$ cat src/rtl/mac_tile_pkg.sv
`default_nettype none
// ============================================================================
// Module      : mac_tile_pkg
// Description : Shared constants for the mixed-precision MAC tile:
//               instruction bit positions, precision-mode encodings and
//               the number of weight-load beats each mode needs.
// Revision    : 1.0 - initial release
// ============================================================================
package mac_tile_pkg;

    // Bit positions inside the 3-bit instruction word {mode, exec, load}
    localparam int INST_LOAD = 0;
    localparam int INST_EXEC = 1;
    localparam int INST_MODE = 2;

    // Precision modes
    localparam logic MODE_LP = 1'b0;  // independent bw-bit lanes
    localparam logic MODE_HP = 1'b1;  // lane pairs fused to 2bw-bit

    // Weight-load beats needed to fill a bank in each mode
    localparam int LP_BEATS = 2;
    localparam int HP_BEATS = 1;

    // True when a beat at position ptr completes the load for this mode
    function automatic logic is_last_beat(input logic mode, input logic ptr);
        int beats;
        beats = (mode == MODE_HP) ? HP_BEATS : LP_BEATS;
        return (int'(ptr) == beats - 1);
    endfunction

endpackage
`default_nettype wire

$ cat src/rtl/mac_lane_pair.sv
`default_nettype none
// ============================================================================
// Module      : mac_lane_pair
// Description : Combinational next-psum logic for two adjacent lanes.
//               Low precision: two independent signed-weight x unsigned-
//               activation MACs. High precision: one fused MAC with the
//               activations and psums concatenated pairwise.
// Ports       : i_a0/i_a1  activations (lane 2j, 2j+1)
//               i_n0/i_n1  incoming psums
//               i_w0/i_w1  per-lane weights (low precision)
//               i_wf       fused weight (high precision)
//               i_mode     precision mode
//               o_n0/o_n1  next psums
// Revision    : 1.0 - initial release
// ============================================================================
module mac_lane_pair
    import mac_tile_pkg::*;
#(
    parameter int BW      = 2,
    parameter int PSUM_BW = 9
) (
    input  logic [BW-1:0]      i_a0,
    input  logic [BW-1:0]      i_a1,
    input  logic [PSUM_BW-1:0] i_n0,
    input  logic [PSUM_BW-1:0] i_n1,
    input  logic [2*BW-1:0]    i_w0,
    input  logic [2*BW-1:0]    i_w1,
    input  logic [2*BW-1:0]    i_wf,
    input  logic               i_mode,
    output logic [PSUM_BW-1:0] o_n0,
    output logic [PSUM_BW-1:0] o_n1
);

    // Working width wide enough for the fused product and the fused psum,
    // so every intermediate is exact before the final modular truncation.
    localparam int c_XW = (2*PSUM_BW > 6*BW+1) ? 2*PSUM_BW : 6*BW+1;

    logic signed [c_XW-1:0]      w_w0_x, w_w1_x, w_wf_x;
    logic signed [c_XW-1:0]      w_a0_x, w_a1_x, w_af_x;
    logic signed [c_XW-1:0]      w_n0_x, w_n1_x, w_pf_x;
    logic        [PSUM_BW-1:0]   w_lp0, w_lp1;
    logic        [2*PSUM_BW-1:0] w_hp;

    // Weights and psums sign-extend; activations zero-extend
    assign w_w0_x = c_XW'($signed(i_w0));
    assign w_w1_x = c_XW'($signed(i_w1));
    assign w_wf_x = c_XW'($signed(i_wf));
    assign w_a0_x = c_XW'({1'b0, i_a0});
    assign w_a1_x = c_XW'({1'b0, i_a1});
    assign w_af_x = c_XW'({1'b0, i_a1, i_a0});
    assign w_n0_x = c_XW'($signed(i_n0));
    assign w_n1_x = c_XW'($signed(i_n1));
    assign w_pf_x = c_XW'($signed({i_n1, i_n0}));

    assign w_lp0 = PSUM_BW'(w_n0_x + w_w0_x * w_a0_x);
    assign w_lp1 = PSUM_BW'(w_n1_x + w_w1_x * w_a1_x);
    assign w_hp  = (2*PSUM_BW)'(w_pf_x + w_wf_x * w_af_x);

    assign o_n0 = (i_mode == MODE_HP) ? w_hp[PSUM_BW-1:0]         : w_lp0;
    assign o_n1 = (i_mode == MODE_HP) ? w_hp[2*PSUM_BW-1:PSUM_BW] : w_lp1;

endmodule
`default_nettype wire

$ cat src/rtl/mac_tile_mp.sv
`default_nettype none
// ============================================================================
// Module      : mac_tile_mp
// Description : Mixed-precision MAC tile with double-buffered weights.
//               LANES bw-bit lanes (mode 0) or LANES/2 fused 2bw-bit lanes
//               (mode 1). Weights stream into the shadow bank while the
//               active bank keeps executing; the banks swap on the final
//               load beat.
// Ports       : clk, reset     clock, synchronous active-high reset
//               in_w           activations / weight beats from west
//               in_n           psums from north
//               inst_w         {mode, exec, load}
//               out_s          registered psums to south
//               out_e          registered activations to east
//               inst_e         inst_w delayed one cycle
//               wload_done     pulse: new weight bank active this cycle
// Revision    : 1.0 - initial release
// ============================================================================
module mac_tile_mp
    import mac_tile_pkg::*;
#(
    parameter int BW      = 2,
    parameter int PSUM_BW = 9,
    parameter int LANES   = 4
) (
    input  logic                     clk,
    input  logic                     reset,
    input  logic [LANES*BW-1:0]      in_w,
    input  logic [LANES*PSUM_BW-1:0] in_n,
    input  logic [2:0]               inst_w,
    output logic [LANES*PSUM_BW-1:0] out_s,
    output logic [LANES*BW-1:0]      out_e,
    output logic [2:0]               inst_e,
    output logic                     wload_done
);

    localparam int c_HALF = LANES / 2;

    logic [2*BW-1:0]          r_bank [2][LANES];
    logic                     r_active_sel;
    logic                     r_ptr;
    logic                     r_load_mode;
    logic [LANES*PSUM_BW-1:0] r_out_s;
    logic [LANES*BW-1:0]      r_out_e;
    logic [2:0]               r_inst_e;
    logic                     r_wload_done;

    logic                     w_load, w_exec, w_mode;
    logic                     w_eff_ptr, w_last, w_shadow;
    logic [LANES-1:0]         w_we;
    logic [2*BW-1:0]          w_wdata [LANES];
    logic [LANES*PSUM_BW-1:0] w_next_s;

    assign w_load   = inst_w[INST_LOAD];
    assign w_exec   = inst_w[INST_EXEC];
    assign w_mode   = inst_w[INST_MODE];
    assign w_shadow = ~r_active_sel;

    // A mode change during a partial load restarts the pointer; the beat
    // arriving with the new mode is treated as its beat 0.
    assign w_eff_ptr = (r_ptr != 1'b0 && w_mode != r_load_mode) ? 1'b0 : r_ptr;
    assign w_last    = w_load && is_last_beat(w_mode, w_eff_ptr);

    // Slot s takes weight j = s % HALF of the beat whose index is s / HALF.
    // Weight j is {lane 2j+1, lane 2j}, i.e. the contiguous 2bw slice.
    for (genvar s = 0; s < LANES; s++) begin : g_slot
        assign w_we[s]    = w_load && (int'(w_eff_ptr) == s / c_HALF);
        assign w_wdata[s] = in_w[(2*(s % c_HALF))*BW +: 2*BW];
    end

    for (genvar j = 0; j < c_HALF; j++) begin : g_pair
        mac_lane_pair #(
            .BW      (BW),
            .PSUM_BW (PSUM_BW)
        ) u_pair (
            .i_a0   (in_w[(2*j)*BW +: BW]),
            .i_a1   (in_w[(2*j+1)*BW +: BW]),
            .i_n0   (in_n[(2*j)*PSUM_BW +: PSUM_BW]),
            .i_n1   (in_n[(2*j+1)*PSUM_BW +: PSUM_BW]),
            .i_w0   (r_bank[r_active_sel][2*j]),
            .i_w1   (r_bank[r_active_sel][2*j+1]),
            .i_wf   (r_bank[r_active_sel][j]),
            .i_mode (w_mode),
            .o_n0   (w_next_s[(2*j)*PSUM_BW +: PSUM_BW]),
            .o_n1   (w_next_s[(2*j+1)*PSUM_BW +: PSUM_BW])
        );
    end

    always_ff @(posedge clk) begin
        if (reset) begin
            for (int b = 0; b < 2; b++) begin
                for (int s = 0; s < LANES; s++) begin
                    r_bank[b][s] <= '0;
                end
            end
            r_active_sel <= 1'b0;
            r_ptr        <= 1'b0;
            r_load_mode  <= MODE_LP;
            r_out_s      <= '0;
            r_out_e      <= '0;
            r_inst_e     <= '0;
            r_wload_done <= 1'b0;
        end else begin
            r_inst_e <= inst_w;
            if (w_exec || w_load) begin
                r_out_e <= in_w;
            end
            // Exec reads the pre-swap active bank even on the final beat
            if (w_exec) begin
                r_out_s <= w_next_s;
            end
            for (int s = 0; s < LANES; s++) begin
                if (w_we[s]) begin
                    r_bank[w_shadow][s] <= w_wdata[s];
                end
            end
            if (w_load) begin
                r_load_mode <= w_mode;
                r_ptr       <= w_last ? 1'b0 : w_eff_ptr + 1'b1;
            end else begin
                r_ptr <= w_eff_ptr;
            end
            if (w_last) begin
                r_active_sel <= ~r_active_sel;
            end
            r_wload_done <= w_last;
        end
    end

    assign out_s      = r_out_s;
    assign out_e      = r_out_e;
    assign inst_e     = r_inst_e;
    assign wload_done = r_wload_done;

endmodule
`default_nettype wire

$ cat config.mk
export PLATFORM = sky130hd
export DESIGN_NAME = mac_tile_mp
export DESIGN_NICKNAME = d
export VERILOG_FILES = /design/src/rtl/mac_tile_pkg.sv /design/src/rtl/mac_lane_pair.sv /design/src/rtl/mac_tile_mp.sv
export SDC_FILE = /design/constraint.sdc
export NUM_CORES = 1
export LEC_CHECK = 0
export ABC_AREA = 1
export CORE_MARGIN = 2
export CORE_UTILIZATION = 50
export CTS_CLUSTER_DIAMETER = 40
export DETAILED_ROUTE_END_ITERATION = 8
export PLACE_DENSITY = 0.79
export SLEW_MARGIN = 25
export SYNTH_ARGS = -nofsm -noshare
export SYNTH_HDL_FRONTEND = slang
export SYNTH_HIERARCHICAL = 1
export SYNTH_SLANG_ARGS = --single-unit
$ cat constraint.sdc
create_clock -name clk -period 5.96 [get_ports clk]
set_clock_uncertainty 0.1 [all_clocks]
set_input_delay 0.596 -clock clk [delete_from_list [all_inputs] [get_ports clk]]
set_output_delay 0.596 -clock clk [all_outputs]
set_load 0.01 [all_outputs]
==> results of run 1 <==
path summary, 6_finish.rpt:
check                    startpoint                     end  slack (ns)
max                       flip-flop  out_s[32]$_SDFFE_PP0P_        1.29
min          out_s[33]$_SDFFE_PP0P_  out_s[33]$_SDFFE_PP0P_        0.40
max reg2reg               flip-flop  out_s[32]$_SDFFE_PP0P_        1.29
min reg2reg  out_s[33]$_SDFFE_PP0P_  out_s[33]$_SDFFE_PP0P_        0.40
state kept, by name, summed over array words and instances (netlist names), named ones only:
signal        flops
out_s            36
r_bank           32
out_e             8
inst_e            3
r_active_sel      1
r_load_mode       1
r_ptr             1
wload_done        1
cells in the mapped netlist, types with 4 or more instances:
cell      count
a21oi_1      57
inv_1       282
xnor2_1      10
buf_6         4
nand3_1      59
xor2_1       13
buf_2         7
nand3_2       5
nand2_2       6
fa_1         38
mux2_2       16
nand2_1     343
edfxtp_1     32
nor2_1      140
dfxtp_1      52
o21ai_0      67
clkbuf_1     15
nand3b_1      5
nor3_1        6
o21bai_1      6
ha_1        158
worst max-delay path: stages (launching register included):
cell and delay, ns:
dfxtp_1 0.31, buf_4 0.24, mux2_2 0.45, inv_1 0.19
or2_2 0.33, fa_1 0.52, fa_1 0.53, fa_1 0.54
fa_1 0.47, inv_1 0.10, nand3_1 0.07, nand3_1 0.16
nand3_1 0.12, nand3_1 0.08, nand2_1 0.05, nand3_1 0.06
nand2_1 0.06, nor2_1 0.11, nor2_1 0.06
power by group through the flow:
| stage | Sequential, mW | Combinational [mW] | Clock [mW] |
|---|---|---|---|
| 2_1_floorplan | 0.693 | 0.819 | 0 |
| 3_3_place_gp | 0.679 | 1.11 | 0 |
| 3_5_place_dp | 0.680 | 1.15 | 0 |
| 4_1_cts | 0.668 | 1.16 | 0.626 |
| 5_1_grt | 0.672 | 1.33 | 0.644 |
| 6_report | 0.668 | 1.16 | 0.619 |
routing by layer:
layer	routed length, um	vias to the layer above
met3	1090	27
met5	0	-
met4	345	0
li1	-	4345
met1	10500	3893
met2	10700	200
metrics by stage:
| stage | setup slack (ns) | area, um^2 | hold slack (ns) | std cells |
|---|---|---|---|---|
| floorplan | 1.62 | 9440 | 0.360 | 1347 |
| global placement | 1.39 | 10600 | 0.377 | 1651 |
| detailed placement | 1.26 | 10600 | 0.381 | 1651 |
| CTS | 1.26 | 10900 | 0.399 | 1667 |
| global route | 1.04 | 10900 | 0.434 | 1667 |
| finish | 1.29 | 10900 | 0.399 | 1667 |
cell type report:
type,count,share of cell area [%]
repair buffers,100,9.11
clock inverters,7,0.817
inverters,284,9.80
clock buffers,9,2.07
flip-flops and latches,84,18.4
multi-input cells,949,57.1
well taps,234,2.69
logic make-up after synthesis:
kind of cell / Yosys count
simple gates: 575
buf+inv: 314
compound gates: 139
fa+ha+maj: 196
xor+xnor: 23
flops: 84
mux: 16
==> impl_metrics.json, run 1 <==
{
  "outcome": "complete, no violations",
  "antenna_found_initial": 0,
  "dieWidth_um": 141,
  "synth_area_leaders": "ha_1 (21%), nand2_1 (14%), inv_1 (11%)",
  "synth_compound_area_share_pct": 7.71,
  "slew_violations": 0,
  "num_vias": 8465,
  "switching_share_pct": 40.6,
  "pwr-share-clk_pct": 25.3,
  "ant_nets": 0,
  "critPathArrivalTime_ns": 4.82,
  "start_util_pct": 50.7,
  "area_delta_synth_final_pct": 15.1,
  "power_switching_uw": 993,
  "final.setup.tns_ns": 0,
  "die_h_um": 141,
  "synthMuxAreaShare_pct": 1.91,
  "rsz0062_at_grt": "false",
  "synth_xor_area_share_pct": 2.13,
  "post_cts_resize_count": 0,
  "layout_worst_path_cycle_share_pct": 78.4,
  "dp_hpwl_um": 17600,
  "worstPathMaxFanout": 16,
  "min_period_ns": 4.67,
  "ctsHoldBuffers": 0,
  "final_cell_mix": "nand2_1 (343), inv_1 (282), ha_1 (158)",
  "ios": 97,
  "ys.warnings.count": 6,
  "pwr_density_cell_nw_per_um2": 225,
  "final-seq-area_um2": 2000,
  "busiest_layer": "met2",
  "maxCapViolations": 0,
  "grt_pass1_wl_um": 37500,
  "worst_pin_slew_ns": 0.920,
  "viasPerCell": 5.08,
  "synth_fa_ha_area_share_pct": 29.0,
  "cp-end-kind": "flip-flop",
  "fin_nets": 1673,
  "grt_pass1_vias": 8008,
  "use_met3_pct": 2.60,
  "diodes": 0,
  "p_int_mw": 1.46,
  "drt_wl_total_um": 22700,
  "met2_usage_pct": 40.2,
  "final_common_cell": "nand2_1",
  "hold_path_class": "reg -> reg",
  "yosysSeqAreaShare_pct": 21.2,
  "critPathLaunchType": "flip-flop",
  "relSlewSlack_pct": 38.6,
  "wl_per_cell_um": 13.6,
  "globalRouteOverflowTotal": 0,
  "crit_required_ns": 6.11,
  "core_area_um2": 18600,
  "synth-simple-area-share_pct": 25.0,
  "power_frac_seq_pct": 27.3,
  "synthCells": 1347,
  "placementRows": 50,
  "synth_nets": 1592,
  "place.gp.congestion": 0.954,
  "gr-usage-met1_pct": 30.5,
  "n_fill_cell": 1742,
  "synth.distinct_cells": 38,
  "p_leak_nw": 6.23,
  "syn_area_um2": 9440,
  "async_flop_share_pct": 0,
  "hold_depth": 2,
  "total_power_mw": 2.45,
  "cts_tree": "built",
  "pwr-share-comb_pct": 47.5,
  "syn-mean-instance-area_um2": 7.01,
  "clock_latency_ns": 0.35,
  "dr.pass1.iters": 5,
  "synth_top_family_by_area": "adder cells",
  "ys.flop_type": "dfxtp_1",
  "grt_usage_pct": 23.1,
  "utilization_pct": 58.3,
  "worst_setup_hold_path_clk_slew_ns": 0.08,
  "finalSetupViolCount": 0,
  "critPathKind": "reg -> reg",
  "ir_worst_vdd_mv": 0.140,
  "synth-edff-count": 32,
  "reg2reg_depth": 18,
  "drive_gt1_share_pct": 3.98,
  "clock_sinks": 84,
  "cts_max_level": 3,
  "cts_buffer_depth": 2,
  "synth_top_area_cell": "ha_1",
  "port-buffer-count": 96,
  "die-area_um2": 20000,
  "fmax_ghz": 0.214,
  "multi_input_area_um2": 6210,
  "ys_ff_latch": 84,
  "hold_viol_final": 0,
  "cts_buffers": 9,
  "cts_setup_buffers": 0,
  "synth_top_area_share_pct": 20.9,
  "drc_errors": 0,
  "drt_iter0_drc": 478,
  "cts_root_buffer": "clkbuf_16",
  "grt_max_degree": 55
}
Note: power is estimated with default switching activity, not from simulation.
==> run 2: changes to the inputs <==
--- a/config.mk
+++ b/config.mk
@@ -10,7 +10,7 @@
 export CORE_UTILIZATION = 50
 export CTS_CLUSTER_DIAMETER = 40
 export DETAILED_ROUTE_END_ITERATION = 8
-export PLACE_DENSITY = 0.79
+export PLACE_DENSITY = 0.81
 export SLEW_MARGIN = 25
 export SYNTH_ARGS = -nofsm -noshare
 export SYNTH_HDL_FRONTEND = slang
==> constraint.sdc (replaced) <==
create_clock -name clk -period 4 [get_ports clk]
set_clock_uncertainty 0.1 [all_clocks]
set_input_delay 0.4 -clock clk [delete_from_list [all_inputs] [get_ports clk]]
set_output_delay 0.4 -clock clk [all_outputs]
set_load 0.01 [all_outputs]
==> run 2 against run 1 <==
Die area did not move; power increased by 54%; flip-flop and latch count stayed put; non-clock buffer count up 32; sequential power up 50%; setup slack got worse by 1.2 ns; critical path type unchanged; critical endpoint is now out_s[34]$_SDFFE_PP0P_; largest power group unchanged; highest routed layer unchanged.
==> impl_metrics.json, run 2 (synthesis results as in run 1) <==
{
  "outcome": "complete, no violations",
  "globalRouteOverflowTotal": 0,
  "grt_pass1_vias": 8460,
  "cp-end-kind": "flip-flop",
  "cts_max_level": 3,
  "dieWidth_um": 141,
  "hold_path_class": "reg -> reg",
  "slowest_stage": "fa_1",
  "ant_nets": 0,
  "worst_setup_hold_path_clk_slew_ns": 0.07,
  "multi_input_area_um2": 6380,
  "fin_nets": 1705,
  "final_cell_mix": "nand2_1 (323), inv_1 (275), ha_1 (154)",
  "num_vias": 8828,
  "relSlewSlack_pct": 52.0,
  "dp_hpwl_um": 18400,
  "path_buf_inv": 3,
  "wl_per_cell_um": 14.0,
  "drt_iter0_drc": 519,
  "ios": 97,
  "largest_register_ffs": 36,
  "antenna_found_initial": 0,
  "hold_viol_final": 0,
  "cts_buffer_depth": 2,
  "area_delta_synth_final_pct": 19.6,
  "cts_tree": "built",
  "cts_buffers": 9,
  "p_leak_nw": 6.42,
  "drt_wl_total_um": 23800,
  "fmax_ghz": 0.255,
  "critPathArrivalTime_ns": 4.07,
  "maxCapViolations": 0,
  "worstPathMaxFanout": 8,
  "cp_cell_sequence": "mux2_4 -> nand2_2 -> inv_2 -> fa_1 -> fa_1 -> inv_2 -> fa_1 -> inv_2 -> ha_4 -> nand2_1 -> nor2_1 -> nand2_1 -> nand3_2 -> nand2_2 -> nand2_1 -> nand2_1 -> nand3_1 -> nand2_1 -> nor2_1 -> nor2_1",
  "diodes": 0,
  "worstHoldStart": "out_s[2]$_SDFFE_PP0P_",
  "cts_root_buffer": "clkbuf_16",
  "slew_violations": 0,
  "n_fill_cell": 1644,
  "min_period_ns": 3.92,
  "die-area_um2": 20000,
  "clock_sinks": 84,
  "worst_pin_slew_ns": 0.718,
  "port-buffer-count": 96,
  "start_util_pct": 50.7,
  "whs_ns": 0.404,
  "viasPerCell": 5.20,
  "ir_worst_vdd_mv": 0.230,
  "grt_max_degree": 54,
  "critPathKind": "reg -> reg",
  "place.gp.congestion": 0.904,
  "clock_latency_ns": 0.35,
  "ctsHoldBuffers": 0,
  "pwr_density_cell_nw_per_um2": 333,
  "dr.pass1.iters": 5,
  "final_cells": 1699,
  "place_inst": 1674,
  "final_common_cell": "nand2_1",
  "utilization_pct": 60.6,
  "crit_top_cell": "nand2_1",
  "rsz0062_at_grt": "true",
  "grt_usage_pct": 23.8,
  "finalSetupViolCount": 0,
  "drc_errors": 0,
  "drive_gt1_share_pct": 8.94,
  "layout_worst_path_cycle_share_pct": 98.0,
  "crit_required_ns": 4.15,
  "grt_pass1_wl_um": 38900,
  "critPathLaunchType": "flip-flop",
  "final-seq-area_um2": 2010,
  "core_area_um2": 18600,
  "max_stage_delay_ns": 0.51,
  "critPathTopFamily": "adder cells",
  "placementRows": 50,
  "die_h_um": 141
}
## run 2: changes by cell type in the layout (fill, tap and decap cells not counted), moves of 7 or more
cell,previous run,this run
buf_4,4,35
nand2_1,343,323
nand2_2,6,26
mux2_2,16,8
mux2_4,0,8
inv_1,282,275
## run 2: what timing repair did
action / CTS / global route
gates resized for setup: 7 / 48
pin swaps: 8 / 41
buffers inserted: 0 / 10
setup endpoints to repair: 11 / 26
## run 2: path summary, 6_finish.rpt
| path | endpoint | slack, ns | cells after the start |
|---|---|---|---|
| min | out_s[2]$_SDFFE_PP0P_ | 0.40 | 2 |
| max | out_s[34]$_SDFFE_PP0P_ | 0.08 | 20 |
| min reg2reg | out_s[2]$_SDFFE_PP0P_ | 0.40 | 2 |
| max reg2reg | out_s[34]$_SDFFE_PP0P_ | 0.08 | 20 |
## run 2: layer usage
| layer | wire length [um] | GRT usage (%) |
|---|---|---|
| met5 | 0 | 0 |
| met4 | 603 | 8.16 |
| met3 | 1480 | 2.94 |
| met2 | 11000 | 40.8 |
| met1 | 10600 | 31.2 |
## run 2: per-stage QoR
step	setup TNS (ns)	worst slack [ns]	instance area, um^2	power (mW)
after CTS	0	0.00338	11100	3.69
after global placement	-0.749	-0.0883	10800	2.75
after floorplan	-0.00242	-0.00242	9500	2.28
after detailed placement	-2.50	-0.188	10800	2.80
after global routing	-1.00	-0.104	11300	4.06
final	0	0.0794	11300	3.76
## run 2: power breakdown
part	internal (mW)	total [mW]	switching [mW]	leakage, nW
clock	0.444	0.869	0.425	0.148
combinational	0.802	1.89	1.09	5.51
sequential	0.963	1.00	0.0410	0.766
## run 2: tightest hold or removal path: cells and delay by family, from the launching register on
kind	cells	cell delay, ns
flops	1	0.33
simple gates	1	0.07
compound gates	1	0.07
## run 2: area by class of cell
| class | instances | area share [%] |
|---|---|---|
| repair buffers | 132 | 11.0 |
| multi-input cells | 949 | 56.5 |
| clock buffers | 9 | 1.99 |
| well taps | 234 | 2.59 |
| inverters | 284 | 9.51 |
| flip-flops and latches | 84 | 17.8 |
| clock inverters | 7 | 0.654 |
==> run 3: changes to the inputs <==
--- a/config.mk
+++ b/config.mk
@@ -6,6 +6,7 @@
 export NUM_CORES = 1
 export LEC_CHECK = 0
 export ABC_AREA = 1
+export CORE_ASPECT_RATIO = 0.9
 export CORE_MARGIN = 2
 export CORE_UTILIZATION = 50
 export CTS_CLUSTER_DIAMETER = 40
==> run 3 against run 2 <==
Critical path type unchanged; via count down 1.2%; register-to-register slack about the same; global-route usage up 0.45 points; flip-flop and latch count unchanged; non-clock buffer count up 6; count of clock-buffer cells in the layout up 1; worst hold slack worse by 0.0026 ns.
==> impl_metrics.json, run 3 (synthesis results as in run 1) <==
{
  "outcome": "complete, no violations",
  "grt_usage_pct": 24.3,
  "power_frac_seq_pct": 26.2,
  "ios": 97,
  "antenna_found_initial": 0,
  "grt_pass1_vias": 8559,
  "dp_hpwl_um": 18900,
  "worst_pin_slew_ns": 0.775,
  "fmax_ghz": 0.254,
  "cts_buffers": 9,
  "finalSetupViolCount": 0,
  "grt_pass1_wl_um": 39500,
  "switching_share_pct": 40.9,
  "ctsHoldBuffers": 0,
  "utilization_pct": 61.8,
  "wl_per_cell_um": 14.1,
  "pwr_density_cell_nw_per_um2": 334,
  "dieWidth_um": 149,
  "maxCapViolations": 0,
  "pre_cts_slack_ns": -0.225,
  "globalRouteOverflowTotal": 0,
  "worstPathMaxFanout": 5,
  "largest_register_ffs": 36,
  "area_delta_synth_final_pct": 20.9,
  "worstHoldStart": "out_s[1]$_SDFFE_PP0P_",
  "pwr-share-comb_pct": 50.6,
  "core_area_um2": 18500,
  "fin_ws_ns": 0.0651,
  "power_switching_mw": 1.56,
  "p_leak_nw": 6.48,
  "total_power_mw": 3.82,
  "final_cell_mix": "nand2_1 (326), inv_1 (275), ha_1 (152)",
  "drt_wl_total_um": 24100,
  "critPathKind": "reg -> reg",
  "cp_cell_sequence": "buf_6 -> mux2_4 -> inv_6 -> or2_4 -> fa_1 -> fa_1 -> fa_1 -> inv_1 -> ha_1 -> nand2_1 -> nand2_2 -> nand3_4 -> nand2_4 -> nand2_4 -> nand2_2 -> nand2_1 -> nand3_1 -> nand2_1 -> nor2_1 -> nor2_1",
  "hold_path_class": "reg -> reg",
  "critPathLaunchType": "flip-flop",
  "start_util_pct": 51.1,
  "layout_worst_path_cycle_share_pct": 98.4,
  "hold_viol_final": 0,
  "dr.pass1.iters": 7,
  "die_h_um": 134,
  "slew_violations": 0,
  "grt_max_degree": 54,
  "clock_latency_ns": 0.35,
  "cp-end-kind": "flip-flop",
  "clock_sinks": 84,
  "diodes": 0,
  "relSlewSlack_pct": 48.1,
  "cts_buffer_depth": 2,
  "min_period_ns": 3.93,
  "placementRows": 47,
  "ir_worst_vdd_mv": 0.308,
  "p_int_mw": 2.26,
  "worst_setup_hold_path_clk_slew_ns": 0.07,
  "critPathArrivalTime_ns": 4.08,
  "rsz0062_at_grt": "true",
  "drc_errors": 0,
  "drt_iter0_drc": 521,
  "final.setup.tns_ns": 0,
  "n_fill_cell": 1620,
  "die-area_um2": 20000,
  "max_stage_delay_ns": 0.55,
  "place.gp.congestion": 0.904,
  "ant_nets": 0,
  "cts_max_level": 3,
  "fin_nets": 1711,
  "cts_root_buffer": "clkbuf_16",
  "num_vias": 8724,
  "viasPerCell": 5.08,
  "crit_required_ns": 4.14,
  "slowest_stage": "fa_1",
  "pwr-share-clk_pct": 23.2,
  "port-buffer-count": 96,
  "whs_ns": 0.401,
  "final_common_cell": "nand2_1",
  "cts_tree": "built",
  "drive_gt1_share_pct": 9.86
}
[run 3: changes by cell type in the layout (fill, tap and decap cells not counted), sizes merged]
cell,change
buf,+6
inv,+1
clkinv,-2
clkbuf,+1
[run 3: path summary, 6_finish.rpt]
kind	end	slack (ns)	cells after the start
setup / recovery	out_s[17]$_SDFFE_PP0P_	0.07	20
setup reg to reg	out_s[17]$_SDFFE_PP0P_	0.07	20
hold reg to reg	out_s[1]$_SDFFE_PP0P_	0.40	2
hold / removal	out_s[1]$_SDFFE_PP0P_	0.40	2
[run 3: per-stage QoR]
step / std cells / instance area [um^2]
2_1_floorplan: 1347 / 9500
3_3_place_gp: 1688 / 10800
3_5_place_dp: 1688 / 10800
4_1_cts: 1704 / 11100
5_1_grt: 1716 / 11400
6_report: 1716 / 11400
[run 3: final cells by class]
cell class,instances,area [um^2],area share [%]
inverter,284,1070,9.38
clock buffer,10,250,2.19
clock inverter,6,55.1,0.482
timing repair buffer,138,1290,11.3
sequential,84,2010,17.6
multi-input combinational,949,6440,56.4
tap,245,307,2.68
[run 3: power groups by stage]
| stage | Sequential (mW) | Clock (mW) | Combinational [mW] |
|---|---|---|---|
| final | 1.00 | 0.886 | 1.93 |
| after global routing | 1.01 | 0.938 | 2.18 |
| after CTS | 0.999 | 0.900 | 1.83 |
| after detailed placement | 1.02 | 0 | 1.81 |
| after global placement | 1.02 | 0 | 1.74 |
| after floorplan | 1.03 | 0 | 1.25 |
[run 3: what timing repair did]
action                                 in CTS  in global routing
setup buffers                               0                 12
pin swaps                                  10                 51
gates resized for setup                     9                 55
cloned                                      0                  0
setup endpoints to repair                  16                 26
endpoints found under the hold margin       0                  0
[run 3: critical path: cells and delay by family, from the launching register on]
kind                       cells  cell delay (ns)
buffers and inverters          3             0.23
DFF                            1             0.36
and+or+nand+nor               12             1.09
adders and majority gates      4             1.80
muxes                          1             0.22
[run 3: layer usage]
metal	routed length, um	up-vias	global-route usage (%)
li1	-	4435	-
met1	11000	4011	32.2
met2	11300	239	40.7
met3	1390	39	4.59
met4	461	0	6.88
met5	0	-	0
